--- config.mk ---
export PLATFORM = sky130hd
export DESIGN_NAME = axi_write_slave
export DESIGN_NICKNAME = d
export VERILOG_FILES = /design/src/rtl/axi_pkg.sv /design/src/rtl/axi_wr_addr_gen.sv /design/src/rtl/axi_write_slave.sv
export SDC_FILE = /design/constraint.sdc
export NUM_CORES = 1
export LEC_CHECK = 0
export BUFFER_PORTS_ARGS = -buffer_cell sky130_fd_sc_hd__buf_2
export CAP_MARGIN = 20
export CORE_MARGIN = 5
export CORE_UTILIZATION = 29
export CTS_CLUSTER_DIAMETER = 30
export CTS_CLUSTER_SIZE = 28
export DETAILED_ROUTE_END_ITERATION = 16
export GPL_TIMING_DRIVEN = 0
export HOLD_SLACK_MARGIN = 0.12
export MAX_ROUTING_LAYER = met4
export SLEW_MARGIN = 40
export SYNTH_ARGS = -nofsm -noshare
export SYNTH_HDL_FRONTEND = slang
export SYNTH_SLANG_ARGS = --single-unit
--- constraint.sdc ---
create_clock -name clk -period 5.2 [get_ports clk]
set_clock_uncertainty 0.05 [all_clocks]
set_input_delay 0.26 -clock clk [delete_from_list [all_inputs] [get_ports clk]]
set_output_delay 0.26 -clock clk [all_outputs]
set_load 0.01 [all_outputs]
--- src/rtl/axi_pkg.sv ---
// Shared AXI encodings and FSM state type for the write responder.
package axi_pkg;

  localparam logic [1:0] BURST_FIXED = 2'b00;
  localparam logic [1:0] BURST_INCR  = 2'b01;
  localparam logic [1:0] BURST_WRAP  = 2'b10;

  localparam logic [1:0] RESP_OKAY   = 2'b00;
  localparam logic [1:0] RESP_EXOKAY = 2'b01;
  localparam logic [1:0] RESP_SLVERR = 2'b10;
  localparam logic [1:0] RESP_DECERR = 2'b11;

  typedef enum logic [1:0] {
    ST_IDLE = 2'd0,
    ST_DATA = 2'd1,
    ST_RESP = 2'd2
  } wr_state_t;

endpackage

--- src/rtl/axi_wr_addr_gen.sv ---
// Per-beat AXI address generator: loads the start address, then steps by
// 2^size for INCR bursts and holds for FIXED.
module axi_wr_addr_gen
  import axi_pkg::*;
#(
  parameter int AW = 10
) (
  input  logic          clk,
  input  logic          rst,
  input  logic          load,
  input  logic [AW-1:0] start_addr,
  input  logic [2:0]    size,
  input  logic [1:0]    burst,
  input  logic          advance,
  output logic [AW-1:0] addr
);

  logic [2:0]    size_q;
  logic [1:0]    burst_q;
  logic [AW-1:0] step;

  always_comb begin
    step = '0;
    if (burst_q == BURST_INCR)
      step = AW'(1) << size_q;
  end

  // Address wraps silently modulo 2^AW.
  always_ff @(posedge clk) begin
    if (rst) begin
      addr    <= '0;
      size_q  <= '0;
      burst_q <= '0;
    end else if (load) begin
      addr    <= start_addr;
      size_q  <= size;
      burst_q <= burst;
    end else if (advance) begin
      addr    <= addr + step;
    end
  end

endmodule

--- src/rtl/axi_write_slave.sv ---
// AXI4 write responder: accepts one burst at a time, commits each beat to
// an SRAM write port and returns one B response per burst.
module axi_write_slave
  import axi_pkg::*;
#(
  parameter int AWID_WIDTH   = 4,
  parameter int AWADDR_WIDTH = 10,
  parameter int WDATA_WIDTH  = 64,
  parameter int WSTRB_WIDTH  = WDATA_WIDTH / 8,
  parameter int MEM_AW       = AWADDR_WIDTH - 3
) (
  input  logic                    clk,
  input  logic                    rst,
  input  logic [AWID_WIDTH-1:0]   AWID,
  input  logic [AWADDR_WIDTH-1:0] AWADDR,
  input  logic [7:0]              AWLEN,
  input  logic [2:0]              AWSIZE,
  input  logic [1:0]              AWBURST,
  input  logic                    AWVALID,
  output logic                    AWREADY,
  input  logic [WDATA_WIDTH-1:0]  WDATA,
  input  logic [WSTRB_WIDTH-1:0]  WSTRB,
  input  logic                    WLAST,
  input  logic                    WVALID,
  output logic                    WREADY,
  output logic [AWID_WIDTH-1:0]   BID,
  output logic [1:0]              BRESP,
  output logic                    BVALID,
  input  logic                    BREADY,
  output logic                    mem_wen,
  output logic [MEM_AW-1:0]       mem_waddr,
  output logic [WDATA_WIDTH-1:0]  mem_wdata,
  output logic [WSTRB_WIDTH-1:0]  mem_wstrb
);

  localparam int LSB = $clog2(WSTRB_WIDTH);

  wr_state_t               state_q, state_n;
  logic [AWID_WIDTH-1:0]   id_q;
  logic [7:0]              len_q;
  logic [7:0]              bcnt;
  logic                    err_q;
  logic [AWADDR_WIDTH-1:0] cur_addr;

  logic aw_hs, w_hs, b_hs;
  logic last_beat, beat_err, acc_err;
  logic unused_lsb;

  assign unused_lsb = ^cur_addr[LSB-1:0];

  always_comb begin
    aw_hs     = AWREADY & AWVALID;
    w_hs      = WREADY & WVALID;
    b_hs      = BVALID & BREADY;
    last_beat = (bcnt == len_q);
    // A WLAST mismatch poisons the beat that carries it.
    beat_err  = err_q | (WLAST != last_beat);
    acc_err   = (AWSIZE > 3'(LSB)) | AWBURST[1];
    state_n   = state_q;
    unique case (state_q)
      ST_IDLE: if (aw_hs)             state_n = ST_DATA;
      ST_DATA: if (w_hs && last_beat) state_n = ST_RESP;
      ST_RESP: if (b_hs)              state_n = ST_IDLE;
      default:                        state_n = ST_IDLE;
    endcase
  end

  always_ff @(posedge clk) begin
    if (rst) state_q <= ST_IDLE;
    else     state_q <= state_n;
  end

  always_ff @(posedge clk) begin
    if (rst) begin
      AWREADY   <= 1'b0;
      WREADY    <= 1'b0;
      BVALID    <= 1'b0;
      BID       <= '0;
      BRESP     <= RESP_OKAY;
      mem_wen   <= 1'b0;
      mem_waddr <= '0;
      mem_wdata <= '0;
      mem_wstrb <= '0;
      id_q      <= '0;
      len_q     <= '0;
      bcnt      <= '0;
      err_q     <= 1'b0;
    end else begin
      AWREADY <= (state_n == ST_IDLE);
      WREADY  <= (state_n == ST_DATA);
      BVALID  <= (state_n == ST_RESP);
      mem_wen <= w_hs & ~beat_err;
      if (aw_hs) begin
        id_q  <= AWID;
        len_q <= AWLEN;
        bcnt  <= '0;
        err_q <= acc_err;
      end
      if (w_hs) begin
        mem_waddr <= cur_addr[AWADDR_WIDTH-1:LSB];
        mem_wdata <= WDATA;
        mem_wstrb <= WSTRB;
        bcnt      <= bcnt + 8'd1;
        err_q     <= beat_err;
        if (last_beat) begin
          BID   <= id_q;
          BRESP <= beat_err ? RESP_SLVERR : RESP_OKAY;
        end
      end
    end
  end

  axi_wr_addr_gen #(
    .AW(AWADDR_WIDTH)
  ) u_addr_gen (
    .clk       (clk),
    .rst       (rst),
    .load      (aw_hs),
    .start_addr(AWADDR),
    .size      (AWSIZE),
    .burst     (AWBURST),
    .advance   (w_hs),
    .addr      (cur_addr)
  );

endmodule
==> metrics.txt, run 1 <==
Synth top area share 49.4%; Hold Path Origin WLAST; Final Hold Fails 0; Synth Area in Compound Gates 17.1%; critical-path maximum fanout 5; Post-Syn Area 5110 um2; port bufs 191; worst slew pin tran 0.675 ns; Pleak 0.00336 uW; Filler cells 1725; dpl ws 2.54 ns; Fin Setup TNS 0 ns; Setup crit end kind flip-flop; Seq/Total Area, Yosys 49.4%; adder-cell share of the synthesized area 2.60%; Hold Path Class in2reg; Post-Route WL 17.4 mm; Syn Inst Count 637; ys flop type dfxtp_1; hpwl dp 12.2 mm; Reg2Reg Setup Slack 2.46 ns; first-pass GRT wire length 27.2 mm; worst setup path class reg2reg; max frequency 365 MHz; crit-path cells or3b_2 > nor3_1 > ha_1 > fa_1 > a211oi_1 > nor2_1 > o21ai_1 > mux2_1 > a311oi_1; CP startpoint kind flip-flop; TritonCTS clock tree built; Post-Synth XOR/XNOR Area 2.06%; Post-CTS Setup Repair Bufs 0; number of top-level pins 194; Sink Count 126; die width 143 um; Slew Limit Fails 0; status finished, final reports clean; Layout Utilization 45.7%; Max IR drop VDD 0.000211 V; cell family contributing the most delay on the critical path simple AND/OR/NAND/NOR gates; routability cong. 0.824; Max-cap violations 0; Via Count 5455; gr ovfl total 0; largest cells by area after synthesis dfxtp_1 49%, nand2_1 15%, a21oi_1 11%; Final Cycle Share 52.7%; number of setup violations in the final report 0; core area 17300 um2; Synth Register Bits 126; fin area 7910 um2; Core Rows 48; drt drc 0; Slowest-stage cell, CP or3b_2; Worst EP arrival 3.01 ns; placed cell area 6340 um2; CTS root buf clkbuf_16; Worst R2R Path Depth 9; Reg area 2520 um2; initial antenna violation count 0; largest net degree at the start of global routing 17; WP buf/inv 0; Initial Utilization 29.5%; Net Count, Synth 752; average size of a mapped cell 8.02 um2; post-synthesis mux area share 1.86%; antenna fix cells 0; Critical R2R Launch u_addr_gen.burst_q[0]$_SDFFE_PP0P_; required time of the critical path 5.47 ns; Post-synth EDFFs 0; Hold Crit Depth 3; final net count 1061; clk_lat worst skew 0.42 ns; htree depth 4; count of different cell masters after synthesis 57; clock-pin transition on the worst setup and hold timing paths 0.06 ns; power per standard cell area 313 nW/um2; min Tclk post-route 2.74 ns; Synth area leader dfxtp_1; vias in the first global route 5272; ANT nets after route 0; Die ar. 20400 um2; max incr delay on CP 0.49 ns; worst setup margin 2.46 ns; Iteration-0 DRC Markers 229; most frequent cell after synthesis nand2_1; largest family of logic cells by synthesized area simple AND/OR/NAND/NOR gates; area of the multi-input gates 2390 um2; Initial DRT Pass Iterations 4; Area Overhead vs Synth 54.9%; Simple-Gate Fraction of Synth Area 23.2%; Slew headroom 55.0%; routed vias/inst 4.61; asr flop ratio synth 0%; commonest cells in the netlist 206 x nand2_1, 126 x dfxtp_1, 108 x a21oi_1; Die H 143 um; overall routing resource usage 17.3%; clock tree buffer depth 2; cts bufs inserted 17; WL/cell 14.7 um; RR Endpoint u_addr_gen.addr[6]$_SDFFE_PP0P_; RSZ-0062 raised after global routing no; Hold Path End mem_wen$_SDFF_PP0_; share of cells above drive strength 1 25.3%; Synth Warn # 0
## worst max-delay path by stage
stage / startpoint / end / cells past startpoint / slack [ns]
floorplan: u_addr_gen.burst_q[0]$_SDFFE_PP0P_ / u_addr_gen.addr[6]$_SDFFE_PP0P_ / 9 / 2.83
global placement: u_addr_gen.burst_q[0]$_SDFFE_PP0P_ / u_addr_gen.addr[6]$_SDFFE_PP0P_ / 9 / 2.55
detailed placement: u_addr_gen.burst_q[0]$_SDFFE_PP0P_ / u_addr_gen.addr[6]$_SDFFE_PP0P_ / 9 / 2.54
CTS: u_addr_gen.burst_q[0]$_SDFFE_PP0P_ / u_addr_gen.addr[6]$_SDFFE_PP0P_ / 9 / 2.49
global route: u_addr_gen.burst_q[0]$_SDFFE_PP0P_ / u_addr_gen.addr[6]$_SDFFE_PP0P_ / 9 / 2.20
finish: u_addr_gen.burst_q[0]$_SDFFE_PP0P_ / u_addr_gen.addr[6]$_SDFFE_PP0P_ / 9 / 2.46
## flip-flops by register name, indices dropped and copies added (netlist names)
signal,cells
WREADY,1
mem_wdata,64
u_addr_gen.burst_q,2
BVALID,1
err_q,1
u_addr_gen.addr,10
id_q,4
mem_wstrb,8
state_q,2
AWREADY,1
mem_waddr,7
len_q,8
bcnt,8
mem_wen,1
BRESP,1
BID,4
u_addr_gen.size_q,3
## worst min-delay path: stages
cell and delay [ns]:
buf_2 0.11, xor2_1 0.15, nor4_1 0.06
## routing by layer
metal | GRT usage (%) | part of all wire [%] | wire length [um] | vias to the layer above
met3 | 5.06 | 6.8 | 1190 | 27
met4 | 4.90 | 2.0 | 354 | 0
met5 | - | 0 | 0 | -
met2 | 27.6 | 46 | 8050 | 182
li1 | - | - | - | 2770
met1 | 21.5 | 45 | 7780 | 2476
## logic make-up (layout without fill, tap and decap cells)
kind of cell	count (synthesis)	count (layout)
AO/OA/AOI/OAI	150	150
XOR/XNOR	12	12
adder cells (fa/ha/maj)	10	10
buffers and inverters	45	367
flip-flops	126	126
multiplexers	9	9
other	1	1
AND/OR/NAND/NOR	284	284
## repair_timing
action / 4_1_cts / 5_1_grt
endpoints found under the hold margin: 101 / 0
hold buffers: 99 / 0
gates resized for setup: 0 / 0
## power breakdown
group | switching [uW] | total (uW) | internal, uW
Clock | 441 | 1170 | 726
Sequential | 22.5 | 1020 | 1000
Combinational | 145 | 284 | 139
## stage by stage
step | hold slack, ns | instances | total power (uW)
2_1_floorplan | 0.346 | 637 | 1160
3_3_place_gp | 0.389 | 1053 | 1270
3_5_place_dp | 0.393 | 1053 | 1270
4_1_cts | 0.135 | 1184 | 2500
5_1_grt | 0.139 | 1184 | 2580
6_report | 0.161 | 1184 | 2470
## layout by cell type, fill, tap and decap left out, types with 3 or more instances in the layout
master,synthesis,routed
xor2_1,3,3
nand3_1,5,5
nor4_1,4,4
nand2_1,206,206
nor2_1,36,36
dfxtp_1,126,126
xnor2_1,9,9
clkinv_2,0,5
buf_1,9,9
a311oi_1,5,5
clkbuf_16,0,17
a21o_1,4,4
ha_1,9,9
clkbuf_1,24,26
dlygate4sd3_1,0,99
o21ai_1,3,3
a211oi_1,9,9
buf_2,7,198
o21ai_0,4,4
mux2_2,3,3
a21oi_1,108,108
nor3_1,11,11
clkinvlp_4,0,3
nor3b_1,3,3
mux2i_1,5,5
## final cells by class
cell class	count	area share (%)
inverter	2	0.0949
tap	225	3.56
sequential	126	31.9
clock inverter	11	1.47
buffer	43	2.34
multi-input combinational	466	30.2
clock buffer	21	5.82
timing repair buffer	290	24.6
No activity file was read; power rests on OpenSTA's default activity.
==> inputs of run 2 (changes only) <==
==> constraint.sdc (replaced) <==
create_clock -name clk -period 2.3 [get_ports clk]
set_clock_uncertainty 0.05 [all_clocks]
set_input_delay 0.115 -clock clk [delete_from_list [all_inputs] [get_ports clk]]
set_output_delay 0.115 -clock clk [all_outputs]
set_load 0.01 [all_outputs]
==> run 2 against run 1 <==
  * The flow now finishes with violations (setup timing)
  * Sequential cell count stayed put
  * Design area increased by 1.9%
  * Setup slack worse by 2.5 ns
  * Non-clock buffer count increased by 8
  * Power up 130%
  * Sequential share of layout area shrank 0.50 points
  * Combinational power increased by 130%
  * Critical path depth unchanged
  * Clock power is 120% higher
  * Final cell count increased by 0.68%
  * Die area unchanged
  * Register-to-register slack got worse by 2.5 ns
  * Critical path type unchanged
  * Largest power group unchanged
  * Highest routed layer unchanged
==> metrics.txt, run 2 (same netlist as run 1, synthesis figures left out) <==
routability cong. 0.802 (was 0.824); RSZ-0062 raised after global routing yes (was no); switching pwr 1300 uW (was 609 uW); placed cell area 6360 um2 (was 6340 um2); crit-path cells or3b_4 > nor3_2 > ha_2 > buf_4 > a211oi_1 > nor2_2 > o21ai_1 > a211o_1 > a2111oi_2 (was or3b_2 > nor3_1 > ha_1 > fa_1 > a211oi_1 > nor2_1 > o21ai_1 > mux2_1 > a311oi_1); status finished, violations left (was finished, final reports clean); Slew headroom 53.2% (was 55.0%); WP buf/inv 1 (was 0); Top Registers mem_wdata (64), u_addr_gen.addr (10) (unchanged); Worst EP arrival 2.56 ns (was 3.01 ns); ANT nets after route 0 (unchanged); Internal Dissipation 4310 uW (was 1870 uW); Max IR drop VDD 0.000472 V (was 0.000211 V); gr ovfl total 0 (unchanged); Initial DRT Pass Iterations 4 (unchanged); Die H 143 um (unchanged); final std cells w/o fill 1192 (was 1184); Initial Utilization 29.5% (unchanged); clock-pin transition on the worst setup and hold timing paths 0.06 ns (about the same); worst setup path class reg2reg (unchanged); Area Overhead vs Synth 58.0% (was 54.9%); Setup crit end kind flip-flop (unchanged); required time of the critical path 2.56 ns (was 5.47 ns); TritonCTS clock tree built (unchanged); overall routing resource usage 17.2% (was 17.3%); first-pass GRT wire length 26.9 mm (was 27.2 mm); worst setup margin -0.00507 ns (was 2.46 ns); Die ar. 20400 um2 (unchanged); core area 17300 um2 (unchanged); CP startpoint kind flip-flop (unchanged); initial antenna violation count 0 (unchanged); Max-cap violations 0 (unchanged); routed vias/inst 4.57 (was 4.61); die width 143 um (unchanged); failing checks setup timing; cell family contributing the most delay on the critical path compound AO/OA/AOI/OAI gates (was simple AND/OR/NAND/NOR gates); worst slew pin tran 0.702 ns (was 0.675 ns); fin area 8070 um2 (was 7910 um2); htree depth 4 (unchanged); max incr delay on CP 0.40 ns (was 0.49 ns); Biggest register mem_wdata (unchanged); share of cells above drive strength 1 27.0% (was 25.3%); placed cells 1053 (unchanged); Final Hold Fails 0 (unchanged); vias in the first global route 5288 (was 5272); Sw Share 23.2% (was 24.6%); CTS root buf clkbuf_16 (unchanged); Iteration-0 DRC Markers 247 (was 229); Slew Limit Fails 0 (unchanged); Layout Utilization 46.6% (was 45.7%); clock power share 47.0% (was 47.2%); most frequent cells in the layout 206 x nand2_1, 198 x buf_2, 121 x dfxtp_1 (was 206 x nand2_1, 198 x buf_2, 126 x dfxtp_1); Fin Hold WS 0.399 ns (was 0.161 ns); number of setup violations in the final report 1 (was 0); Final Cycle Share 100% (was 52.7%); Slowest-stage cell, CP or3b_4 (was or3b_2); max reg flops 64 (unchanged); combinational power share 11.7% (was 11.5%); max frequency 434 MHz (was 365 MHz); Pleak 0.00341 uW (was 0.00336 uW); cts bufs inserted 17 (unchanged); Flop pwr share 41.3% (about the same); min Tclk post-route 2.31 ns (was 2.74 ns); number of top-level pins 194 (unchanged); WL/cell 14.6 um (was 14.7 um); Post-Route WL 17.4 mm (about the same); port bufs 191 (unchanged); clk_lat worst skew 0.41 ns (was 0.42 ns); Sink Count 126 (unchanged); clock tree buffer depth 2 (unchanged); final net count 1069 (was 1061); Core Rows 48 (unchanged); power per standard cell area 695 nW/um2 (was 313 nW/um2); critical-path maximum fanout 6 (was 5); Reg2Reg Setup Slack -0.005 ns (was 2.46 ns); largest net degree at the start of global routing 17 (unchanged); drt drc 0 (unchanged); Hold Path Class reg2reg (was in2reg); Via Count 5452 (was 5455); most common cell after layout, fill and taps aside nand2_1 (unchanged); hpwl dp 12.1 mm (was 12.2 mm)
## run 2: changes by cell type in the layout (fill, tap and decap cells not counted), moves of 3 or more
cell           change
ha_2               +3
buf_4              +4
ha_1               -3
nor3_2             +3
nor3_1             -3
dlygate4sd3_1      +5
dfxtp_2            +4
dfxtp_1            -5
clkbuf_1           +3
## run 2: final timing paths
kind | from | to | depth (start not counted)
max | u_addr_gen.size_q[1]$_SDFFE_PP0P_ | u_addr_gen.addr[7]$_SDFFE_PP0P_ | 9
min | mem_waddr[2]$_SDFFE_PP0P_ | mem_waddr[2]$_SDFFE_PP0P_ | 2
max reg2reg | u_addr_gen.size_q[1]$_SDFFE_PP0P_ | u_addr_gen.addr[7]$_SDFFE_PP0P_ | 9
min reg2reg | mem_waddr[2]$_SDFFE_PP0P_ | mem_waddr[2]$_SDFFE_PP0P_ | 2
## run 2: worst reg2reg max path: stages, from the launching register on
cell and delay (ns):
dfxtp_2 0.36, or3b_4 0.40, nor3_2 0.12, ha_2 0.21, buf_4 0.11, a211oi_1 0.07, nor2_2 0.17, o21ai_1 0.10
a211o_1 0.29, a2111oi_2 0.34
## run 2: cell type report
cell class / instances / area, um2
fill: 1717 / 9230
inverter: 2 / 7.51
clock inverter: 7 / 113
clock buffer: 24 / 462
tap: 225 / 282
multi-input combinational: 466 / 2460
antenna: 1 / 2.50
timing repair buffer: 299 / 2030
sequential: 126 / 2530
buffer: 42 / 181
## run 2: routing by layer
layer	vias to the layer above	wire [um]	global-route usage [%]
li1	2783	-	-
met1	2469	7730	21.2
met2	176	8220	27.4
met3	24	1160	4.82
met4	0	312	5.70
met5	-	0	-
## run 2: what timing repair did
action | CTS | global route
pin swaps | 5 | 7
gates resized for setup | 5 | 14
hold buffers | 104 | 0
endpoints found under the setup margin | 4 | 6
setup buffers | 1 | 3
endpoints found under the hold margin | 110 | 0
## run 2: metrics by stage
step                setup TNS (ns)  total power, uW  setup WS [ns]
finish                    -0.00507             5610       -0.00507
global route                -0.279             5880        -0.0978
CTS                        -0.0939             5670        -0.0691
detailed placement          -0.458             2870         -0.189
global placement            -0.515             2860         -0.181
floorplan                        0             2630        0.00679
## run 2: power by group through the flow
stage | Clock, uW | Sequential (uW) | Combinational, uW
2_1_floorplan | 0 | 2370 | 260
3_3_place_gp | 0 | 2360 | 507
3_5_place_dp | 0 | 2360 | 511
4_1_cts | 2700 | 2310 | 651
5_1_grt | 2830 | 2330 | 724
6_report | 2630 | 2320 | 656
==> inputs of run 3 (changes only) <==
--- a/config.mk
+++ b/config.mk
@@ -8,13 +8,14 @@
 export BUFFER_PORTS_ARGS = -buffer_cell sky130_fd_sc_hd__buf_2
 export CAP_MARGIN = 20
 export CORE_MARGIN = 5
-export CORE_UTILIZATION = 29
+export CORE_UTILIZATION = 44
 export CTS_CLUSTER_DIAMETER = 30
 export CTS_CLUSTER_SIZE = 28
 export DETAILED_ROUTE_END_ITERATION = 16
 export GPL_TIMING_DRIVEN = 0
 export HOLD_SLACK_MARGIN = 0.12
 export MAX_ROUTING_LAYER = met4
+export PLACE_DENSITY = 0.76
 export SLEW_MARGIN = 40
 export SYNTH_ARGS = -nofsm -noshare
 export SYNTH_HDL_FRONTEND = slang
==> constraint.sdc (replaced) <==
create_clock -name clk -period 2.3 [get_ports clk]
set_clock_uncertainty 0.05 [all_clocks]
set_input_delay 0.23 -clock clk [delete_from_list [all_inputs] [get_ports clk]]
set_output_delay 0.23 -clock clk [all_outputs]
set_load 0.01 [all_outputs]
==> run 3 against run 2 <==
  * The run still ends with setup timing left
  * Clock-buffer cell count decreased by 7
  * Sequential share of layout area increased by 0.57 points
  * Combinational power about the same
  * Worst hold slack got worse by 0.16 ns
  * Register-to-register slack got worse by 0.02 ns
  * Die area decreased by 32%
  * Via count increased by 3.9%
  * Critical path depth unchanged
  * Global-route usage increased by 8.9 points
  * Design area decreased by 1.9%
  * Routed wire length increased by 1.8%
  * First-iteration DRC count increased by 66%
  * Critical endpoint is now u_addr_gen.addr[6]$_SDFFE_PP0P_
  * Largest cell class unchanged
==> metrics.txt, run 3 (same netlist as run 1, synthesis figures left out) <==
failing checks setup timing (unchanged); Slowest-stage cell, CP or3b_4 (unchanged); gr ovfl total 0 (unchanged); origin of the worst setup path u_addr_gen.size_q[1]$_SDFFE_PP0P_ (unchanged); clock tree buffer depth 2 (unchanged); core area 11400 um2 (was 17300 um2); overall routing resource usage 26.1% (was 17.2%); cts bufs inserted 17 (unchanged); Layout Utilization 69.3% (was 46.6%); crit-path cells or3b_4 > nor3_2 > ha_2 > fa_2 > a211oi_2 > nor2_2 > o21ai_1 > mux2_1 > a311oi_1 (was or3b_4 > nor3_2 > ha_2 > buf_4 > a211oi_1 > nor2_2 > o21ai_1 > a211o_1 > a2111oi_2); most frequent cells in the layout 206 x nand2_1, 198 x buf_2, 121 x dfxtp_1 (unchanged); Final Hold Fails 0 (unchanged); overall power 5620 uW (was 5610 uW); Slew headroom 58.9% (was 53.2%); vias in the first global route 5795 (was 5288); Max IR drop VDD 0.000618 V (was 0.000472 V); Worst EP arrival 2.58 ns (was 2.56 ns); Slew Limit Fails 0 (unchanged); Die ar. 13900 um2 (was 20400 um2); worst slew pin tran 0.616 ns (was 0.702 ns); number of setup violations in the final report 1 (unchanged); Initial DRT Pass Iterations 6 (was 4); RSZ-0062 raised after global routing yes (unchanged); switching pwr 1430 uW (was 1300 uW); drt drc 0 (unchanged); min Tclk post-route 2.32 ns (was 2.31 ns); CP startpoint kind flip-flop (unchanged); Sink Count 126 (unchanged); Final Cycle Share 101% (was 100%); final std cells w/o fill 1107 (was 1192); htree depth 4 (unchanged); port bufs 191 (unchanged); Sw Share 25.5% (was 23.2%); WP buf/inv 0 (was 1); routability cong. 0.892 (was 0.802); hpwl dp 11.3 mm (was 12.1 mm); die width 118 um (was 143 um); Reg area 2530 um2 (about the same); initial antenna violation count 1 (was 0); power per standard cell area 710 nW/um2 (was 695 nW/um2); Internal Dissipation 4190 uW (was 4310 uW); clk_lat worst skew 0.41 ns (about the same); CP endpoint u_addr_gen.addr[6]$_SDFFE_PP0P_ (was u_addr_gen.addr[7]$_SDFFE_PP0P_); Setup crit end kind flip-flop (unchanged); final net count 1065 (was 1069); share of cells above drive strength 1 27.2% (was 27.0%); Via Count 5666 (was 5452); required time of the critical path 2.56 ns (about the same); Die H 118 um (was 143 um); TritonCTS clock tree built (unchanged); critical-path maximum fanout 6 (unchanged); Core Rows 39 (was 48); Flop pwr share 41.2% (was 41.3%); Post-Route WL 17.7 mm (was 17.4 mm); Area Overhead vs Synth 55.0% (was 58.0%); worst setup path class reg2reg (unchanged); max reg flops 64 (unchanged); WL/cell 16.0 um (was 14.6 um); Levels on crit path 9 (unchanged); RR Endpoint u_addr_gen.addr[6]$_SDFFE_PP0P_ (was u_addr_gen.addr[7]$_SDFFE_PP0P_); CTS root buf clkbuf_16 (unchanged); placed cells 971 (was 1053); Iteration-0 DRC Markers 410 (was 247); largest net degree at the start of global routing 17 (unchanged); routed vias/inst 5.12 (was 4.57); Worst R2R Path Depth 9 (unchanged); Top Registers mem_wdata (64), u_addr_gen.addr (10) (unchanged); combinational power share 11.6% (was 11.7%); Biggest register mem_wdata (unchanged); number of top-level pins 194 (unchanged); worst setup margin -0.0239 ns (was -0.00507 ns); Pleak 0.00338 uW (was 0.00341 uW); Hold Path Class in2reg (was reg2reg); max frequency 430 MHz (was 434 MHz); max incr delay on CP 0.39 ns (was 0.40 ns); status finished, violations left (unchanged); Critical R2R Launch u_addr_gen.size_q[1]$_SDFFE_PP0P_ (unchanged); clock power share 47.1% (was 47.0%); cell family contributing the most delay on the critical path simple AND/OR/NAND/NOR gates (was compound AO/OA/AOI/OAI gates); Initial Utilization 44.7% (was 29.5%); most common cell after layout, fill and taps aside nand2_1 (unchanged); Fin Setup TNS -0.0239 ns (was -0.00507 ns); first-pass GRT wire length 28.9 mm (was 26.9 mm); Max-cap violations 0 (unchanged); Reg2Reg Setup Slack -0.02 ns (was -0.005 ns); clock-pin transition on the worst setup and hold timing paths 0.06 ns (about the same); area of the multi-input gates 2440 um2 (was 2460 um2); Filler cells 909 (was 1717); ANT nets after route 0 (unchanged)
-- run 3: worst reg2reg max path, delay by kind of cell, from the launching register on --
kind	cells	cell delay [ns]
mux	1	0.32
flops	1	0.36
fa+ha+maj	2	0.45
compound gates	3	0.41
simple gates	3	0.63
-- run 3: stage by stage --
step           instance area [um2]  hold WS [ns]  setup slack, ns
6_report                      7910         0.241          -0.0239
5_1_grt                       7910         0.237           -0.138
4_1_cts                       7890         0.213          -0.0334
3_5_place_dp                  6260         0.393           -0.214
3_3_place_gp                  6260         0.389           -0.174
2_1_floorplan                 5120         0.316          0.00679
-- run 3: area by class of cell --
cell class / instances / area share, %
flip-flops and latches: 126 / 32.0
multi-input cells: 466 / 30.8
repair buffers: 295 / 25.1
clock buffers: 17 / 5.38
plain buffers: 42 / 2.29
well taps: 143 / 2.26
clock inverters: 15 / 2.07
inverters: 2 / 0.0949
diodes: 1 / 0.0316
-- run 3: how the worst min path moves through the flow --
stage,startpoint,to,slack [ns],depth (start not counted)
global route,AWADDR[9],u_addr_gen.addr[9]$_SDFFE_PP0P_,0.24,4
global placement,mem_wdata[21]$_SDFFE_PP0P_,mem_wdata[21]$_SDFFE_PP0P_,0.39,2
CTS,AWADDR[9],u_addr_gen.addr[9]$_SDFFE_PP0P_,0.21,4
detailed placement,mem_wdata[20]$_SDFFE_PP0P_,mem_wdata[20]$_SDFFE_PP0P_,0.39,2
floorplan,AWID[0],id_q[0]$_SDFFE_PP0P_,0.32,2
finish,AWADDR[9],u_addr_gen.addr[9]$_SDFFE_PP0P_,0.24,4
-- run 3: layer usage --
layer / wire length, um / global-route usage [%] / share of wire (%) / vias up
met5: 0 / - / 0 / -
met4: 442 / 9.46 / 2.5 / 0
met3: 1250 / 6.87 / 7.0 / 33
met2: 8950 / 45.4 / 50 / 239
met1: 7090 / 28.8 / 40 / 2616
li1: - / - / - / 2778
-- run 3: power by group through the flow --
| stage | combinational, uW | sequential (uW) | clock, uW |
|---|---|---|---|
| 2_1_floorplan | 260 | 2370 | 0 |
| 3_3_place_gp | 494 | 2360 | 0 |
| 3_5_place_dp | 500 | 2360 | 0 |
| 4_1_cts | 636 | 2310 | 2690 |
| 5_1_grt | 718 | 2320 | 2790 |
| 6_report | 653 | 2320 | 2650 |
-- run 3: repair_timing --
action	in CTS	in global routing
buffers inserted	3	0
hold buffers	101	0
endpoints found under the hold margin	104	0
resized for setup	5	6
setup endpoints to repair	5	6
gates cloned	0	0
pin swaps	5	4
